===== src/rtl/axis_frame_arbiter.sv =====
// Frame-granular two-source AXI4-Stream arbiter: a source owns the sink from its
// start-of-frame beat until LINES_PER_FRAME TLAST beats have been accepted.
module axis_frame_arbiter #(
    parameter int C_AXIS_TDATA_WIDTH = 32,
    parameter int LINES_PER_FRAME    = 1024,
    parameter int CNT_WIDTH          = 16
) (
    input  logic                            M_AXIS_ACLK,
    input  logic                            M_AXIS_ARESETN,

    input  logic                            S0_AXIS_TVALID,
    output logic                            S0_AXIS_TREADY,
    input  logic                            S0_AXIS_TLAST,
    input  logic                            S0_AXIS_TUSER,
    input  logic [C_AXIS_TDATA_WIDTH-1:0]   S0_AXIS_TDATA,
    input  logic [C_AXIS_TDATA_WIDTH/8-1:0] S0_AXIS_TSTRB,

    input  logic                            S1_AXIS_TVALID,
    output logic                            S1_AXIS_TREADY,
    input  logic                            S1_AXIS_TLAST,
    input  logic                            S1_AXIS_TUSER,
    input  logic [C_AXIS_TDATA_WIDTH-1:0]   S1_AXIS_TDATA,
    input  logic [C_AXIS_TDATA_WIDTH/8-1:0] S1_AXIS_TSTRB,

    output logic                            M_AXIS_TVALID,
    input  logic                            M_AXIS_TREADY,
    output logic                            M_AXIS_TLAST,
    output logic                            M_AXIS_TUSER,
    output logic [C_AXIS_TDATA_WIDTH-1:0]   M_AXIS_TDATA,
    output logic [C_AXIS_TDATA_WIDTH/8-1:0] M_AXIS_TSTRB,

    input  logic [1:0]                      CFG_EN,
    output logic [1:0]                      GRANT,
    output logic [CNT_WIDTH-1:0]            FRAME_CNT0,
    output logic [CNT_WIDTH-1:0]            FRAME_CNT1,
    output logic [CNT_WIDTH-1:0]            ERR_CNT
);

    localparam int          SW        = C_AXIS_TDATA_WIDTH / 8;
    localparam logic [11:0] LAST_LINE = 12'(LINES_PER_FRAME - 1);

    typedef enum logic [1:0] {
        IDLE   = 2'd0,
        GRANT0 = 2'd1,
        GRANT1 = 2'd2
    } state_t;

    state_t                 state_q, state_d;
    logic [1:0]             grant_q;
    logic [11:0]            line_q, line_d;
    logic                   ptr_q, ptr_d;
    logic                   first_q, first_d;
    logic [CNT_WIDTH-1:0]   fcnt0_q, fcnt0_d;
    logic [CNT_WIDTH-1:0]   fcnt1_q, fcnt1_d;
    logic [CNT_WIDTH-1:0]   err_q, err_d;

    logic                   granted;
    logic                   sel;
    logic                   sel_valid;
    logic                   sel_last;
    logic                   sel_user;
    logic [C_AXIS_TDATA_WIDTH-1:0] sel_data;
    logic [SW-1:0]          sel_strb;
    logic                   cand0, cand1;
    logic                   win1;
    logic                   accept;
    logic                   early_sof;
    logic [11:0]            base_line;
    logic                   frame_done;

    assign granted = (state_q != IDLE);
    assign sel     = (state_q == GRANT1);

    always_comb begin
        sel_valid = S0_AXIS_TVALID;
        sel_last  = S0_AXIS_TLAST;
        sel_user  = S0_AXIS_TUSER;
        sel_data  = S0_AXIS_TDATA;
        sel_strb  = S0_AXIS_TSTRB;
        if (sel) begin
            sel_valid = S1_AXIS_TVALID;
            sel_last  = S1_AXIS_TLAST;
            sel_user  = S1_AXIS_TUSER;
            sel_data  = S1_AXIS_TDATA;
            sel_strb  = S1_AXIS_TSTRB;
        end
    end

    // Arbitration looks only at SOF beats; ties go to the priority pointer.
    assign cand0 = CFG_EN[0] & S0_AXIS_TVALID & S0_AXIS_TUSER;
    assign cand1 = CFG_EN[1] & S1_AXIS_TVALID & S1_AXIS_TUSER;
    assign win1  = cand1 & (~cand0 | ptr_q);

    assign accept     = granted & sel_valid & M_AXIS_TREADY;
    assign early_sof  = accept & sel_user & ~first_q;
    assign base_line  = early_sof ? 12'd0 : line_q;
    assign frame_done = accept & sel_last & (base_line == LAST_LINE);

    assign M_AXIS_TVALID = granted & sel_valid;
    assign M_AXIS_TLAST  = granted & sel_last;
    assign M_AXIS_TUSER  = granted & sel_user;
    assign M_AXIS_TDATA  = granted ? sel_data : '0;
    assign M_AXIS_TSTRB  = granted ? sel_strb : '0;

    // In IDLE, enabled non-SOF beats are swallowed so the source resyncs to a frame start.
    assign S0_AXIS_TREADY = (state_q == GRANT0) ? M_AXIS_TREADY
                          : ((state_q == IDLE) & M_AXIS_ARESETN & CFG_EN[0] &
                             S0_AXIS_TVALID & ~S0_AXIS_TUSER);
    assign S1_AXIS_TREADY = (state_q == GRANT1) ? M_AXIS_TREADY
                          : ((state_q == IDLE) & M_AXIS_ARESETN & CFG_EN[1] &
                             S1_AXIS_TVALID & ~S1_AXIS_TUSER);

    assign GRANT      = grant_q;
    assign FRAME_CNT0 = fcnt0_q;
    assign FRAME_CNT1 = fcnt1_q;
    assign ERR_CNT    = err_q;

    always_comb begin
        state_d = state_q;
        line_d  = line_q;
        ptr_d   = ptr_q;
        first_d = first_q;
        fcnt0_d = fcnt0_q;
        fcnt1_d = fcnt1_q;
        err_d   = err_q;
        case (state_q)
            IDLE: begin
                if (cand0 | cand1) begin
                    state_d = win1 ? GRANT1 : GRANT0;
                    line_d  = 12'd0;
                    first_d = 1'b1;
                end
            end
            GRANT0, GRANT1: begin
                if (accept) begin
                    first_d = 1'b0;
                    line_d  = base_line;
                    if (early_sof) begin
                        err_d = err_q + CNT_WIDTH'(1);
                    end
                    if (frame_done) begin
                        line_d  = 12'd0;
                        state_d = IDLE;
                        ptr_d   = ~sel;
                        if (sel) begin
                            fcnt1_d = fcnt1_q + CNT_WIDTH'(1);
                        end else begin
                            fcnt0_d = fcnt0_q + CNT_WIDTH'(1);
                        end
                    end else if (sel_last) begin
                        line_d = base_line + 12'd1;
                    end
                end
            end
            default: state_d = IDLE;
        endcase
    end

    always_ff @(posedge M_AXIS_ACLK or negedge M_AXIS_ARESETN) begin
        if (!M_AXIS_ARESETN) begin
            state_q <= IDLE;
            grant_q <= 2'b00;
            line_q  <= 12'd0;
            ptr_q   <= 1'b0;
            first_q <= 1'b0;
            fcnt0_q <= '0;
            fcnt1_q <= '0;
            err_q   <= '0;
        end else begin
            state_q <= state_d;
            grant_q <= {state_d == GRANT1, state_d == GRANT0};
            line_q  <= line_d;
            ptr_q   <= ptr_d;
            first_q <= first_d;
            fcnt0_q <= fcnt0_d;
            fcnt1_q <= fcnt1_d;
            err_q   <= err_d;
        end
    end

endmodule


===== config.mk =====
export PLATFORM = sky130hd
export DESIGN_NAME = axis_frame_arbiter
export DESIGN_NICKNAME = d
export VERILOG_FILES = /design/src/rtl/axis_frame_arbiter.sv
export SDC_FILE = /design/constraint.sdc
export NUM_CORES = 1
export LEC_CHECK = 0
export ABC_AREA = 1
export CORE_MARGIN = 4
export CORE_UTILIZATION = 25
export DETAILED_ROUTE_END_ITERATION = 8
export GPL_ROUTABILITY_DRIVEN = 0
export PLACE_DENSITY_LB_ADDON = 0.12
export SYNTH_ARGS = -nofsm -noshare
export SYNTH_HDL_FRONTEND = slang
export SYNTH_SLANG_ARGS = --single-unit

===== constraint.sdc =====
create_clock -name M_AXIS_ACLK -period 3.8 [get_ports M_AXIS_ACLK]
set_clock_uncertainty 0.15 [all_clocks]
set_input_delay 0.57 -clock M_AXIS_ACLK [delete_from_list [all_inputs] [get_ports M_AXIS_ACLK]]
set_output_delay 0.57 -clock M_AXIS_ACLK [all_outputs]
set_load 0.05 [all_outputs]

==> results.txt <==
Fill cell count -> 1957
HPWL Detailed -> 12.07 mm
Total grt overflow -> 0
# resized after CTS -> 0
Final hold vios -> 0
Reg2Reg Setup Slack -> 630 ps
Synth-to-Final Area Change -> 47.60%
Hold/Removal Path Class -> primary input to asynchronous set/reset pin
EDFF count, synth -> 0
Nets -> 912
Area share of the largest cell type after synthesis -> 35.97%
Crit path DAT -> 2460 ps
CP max FO -> 5
Post-CTS Hold Fix Bufs -> 0
Die H -> 143.5 um
Yosys Warn Count -> 0
Slowest CP cell -> clkdlybuf4s50_1
Wire length per cell -> 14.79 um
Layout cells sized above 1 -> 11.64%
Period minus WS final -> 3176 ps
Outcome -> complete, no violations
Main flop type after synthesis -> dfrtp_1
Final Routed Wirelength -> 15.59 mm
Worst setup endpoint -> S0_AXIS_TREADY
Total negative slack -> 0 ps
Register area -> 1652 um^2
Post-CTS Setup Inserts -> 0
Synth area leaders -> dfrtp_1 36%, nand2_1 13%, nor2_1 9.2%, o21ai_0 5.7%, inv_1 5.1%
Clk buf depth -> 2
Reg2reg end -> FRAME_CNT0[4]$_DFFE_PN0P_
CP bufs+invs -> 2
Post-Syn Nets -> 742
Initial antenna violation count -> 0
Gr usage total -> 15.13%
Die Area -> 20600 um^2
Mapped cell area -> 4592 um^2
Crit. path cell count -> 5
Top Family by Delay on Critical Path -> buffers and inverters
Final WS setup -> 623.7 ps
Count leader, synth -> nand2_1
Clk slew on worst S/H paths -> 60 ps
H-tree Lvls -> 3
Mean Syn Cell Area -> 7.064 um^2
Initial DRT Pass Iterations -> 4
ANT nets after route -> 0
# rows -> 49
Vias -> 4774
Power Dens Cells -> 589.8 nW/um^2
Buffers on Ports -> 173
Maximum VDD drop -> 0.3838 mV
WP data required -> 3080 ps
Worst Setup SP -> state_q[1]$_DFF_PN0_
# setup viols final -> 0
Root Buffer -> clkbuf_16
CTS tree -> done
Synth area leader -> dfrtp_1
Yosys cell types -> 34
Vias in the first global route -> 4817
Final Instance Count excl. Fillers -> 1054
Core area -> 18020 um^2
Clock buffer count from CTS -> 9
Pleak -> 3.182 nW
I/O pin count -> 174
RSZ-0062 raised after global routing -> no
R2R cell count -> 17
Register bit total from synthesis -> 66
Worst slew pin tran -> 885.4 ps
Ant diodes -> 0
Worst-skew pair later-pin latency -> 330 ps
Max frequency -> 314.8 MHz
Worst r2r src -> state_q[0]$_DFF_PN0_
Max-cap viol count -> 0
Setup CP Type -> flip-flop to output port
Synth cell count leaders -> 163 x nand2_1, 112 x nor2_1, 66 x dfrtp_1, 63 x inv_1, 52 x o21ai_0
Startpoint types -> flip-flop
DR iter-0 viols -> 310
Largest net degree at the start of global routing -> 67
Period utilization -> 83.59%
Slew Viols, Final -> 0
Multi-input gate area -> 2605 um^2
Pwr Total -> 0.003998 W
Pre-CTS setup slack -> 420.3 ps
Worst slew margin -> 40.97%
Drt via density -> 4.529
CP Cell Sequence -> inv_1, ha_1, nand2_1, o41ai_1, clkdlybuf4s50_1
Async SR Flop Fraction -> 100.0%
Die width -> 143.5 um
Sequential area share after synthesis -> 35.97%
Critical path's largest stage delay -> 870 ps
Cells after synthesis -> 650
First-pass GRT wire length -> 24.96 mm
Worst Setup End Kind -> output port
Initial core utilization -> 25.48%
Sink Count -> 66
Dpl cells -> 1038
DRC -> 0
[worst min-delay path by stage]
| stage | endpoint | slack [ps] | cells past startpoint |
|---|---|---|---|
| finish | line_q[1]$_DFFE_PN0P_ | 330 | 2 |
| global route | ERR_CNT[12]$_DFFE_PN0P_ | 370 | 1 |
| CTS | line_q[11]$_DFFE_PN0P_ | 330 | 2 |
| detailed placement | line_q[11]$_DFFE_PN0P_ | 320 | 2 |
| global placement | line_q[11]$_DFFE_PN0P_ | 320 | 2 |
| floorplan | ERR_CNT[0]$_DFFE_PN0P_ | 120 | 0 |
[registers in the layout, summed over array words and instances, names as in the netlist]
signal      flops
line_q         12
FRAME_CNT0     16
GRANT           2
FRAME_CNT1     16
ERR_CNT        16
state_q         2
ptr_q           1
first_q         1
[worst reg2reg max path, delay by kind of cell, from the launching register on]
family,cells,cell delay [ps]
AOI/OAI and AO/OA,2,250
adders and majority gates,2,410
buffers and inverters,3,460
DFF,1,430
and+or+nand+nor,10,1360
[cell families (layout without fill, tap and decap cells)]
kind of cell	after synthesis	count (layout)	share of synthesized area [%]
simple gates	390	390	39.67
xor+xnor	34	34	6.649
flops	66	66	35.97
buf+inv	84	259	7.357
compound gates	67	67	7.902
fa+ha+maj	9	9	2.452
[power by group]
group          switching (W)  internal (W)
Clock               0.000300      0.000543
Sequential         0.0000371      0.000748
Combinational        0.00172      0.000652
Total                0.00206       0.00194
[cell usage in the layout, fill, tap and decap left out, types with 5 or more instances in the layout]
cell	count
nor2_2	7
nor3_1	10
nand2_2	6
o21ai_0	52
xnor2_1	14
dfrtp_1	66
buf_4	42
ha_1	8
nor2_1	112
inv_1	63
nor4_1	7
xor2_1	19
nor2_4	7
nand2_1	163
clkbuf_16	9
nand4_1	29
nand3_1	30
o21ai_1	5
nand2_4	6
nand3b_1	7
clkdlybuf4s50_1	133
[layout make-up]
| type | count | area share, % |
|---|---|---|
| flip-flops and latches | 66 | 24.37 |
| multi-input cells | 500 | 38.43 |
| clock buffers | 14 | 3.895 |
| inverters | 65 | 3.600 |
| repair buffers | 178 | 24.96 |
| clock inverters | 2 | 0.5169 |
| well taps | 229 | 4.227 |
[stage by stage]
step | area, um^2 | hold WS [ps] | utilization (%)
after global routing | 6778 | 368.7 | 37.60
after CTS | 6778 | 330.7 | 37.60
after global placement | 6479 | 318.9 | 35.94
after floorplan | 4592 | 124.4 | -
after detailed placement | 6479 | 315.7 | 35.94
final | 6778 | 325.3 | 37.60
[layer usage]
layer  vias up  wire length (um)  track usage, %
met5         -                 0               0
met4         0               382           4.509
met3        29               492           3.261
met2        86              7993           26.61
met1      2223              6722           18.56
li1       2436                 -               -
(Power assumes the default switching activity.)
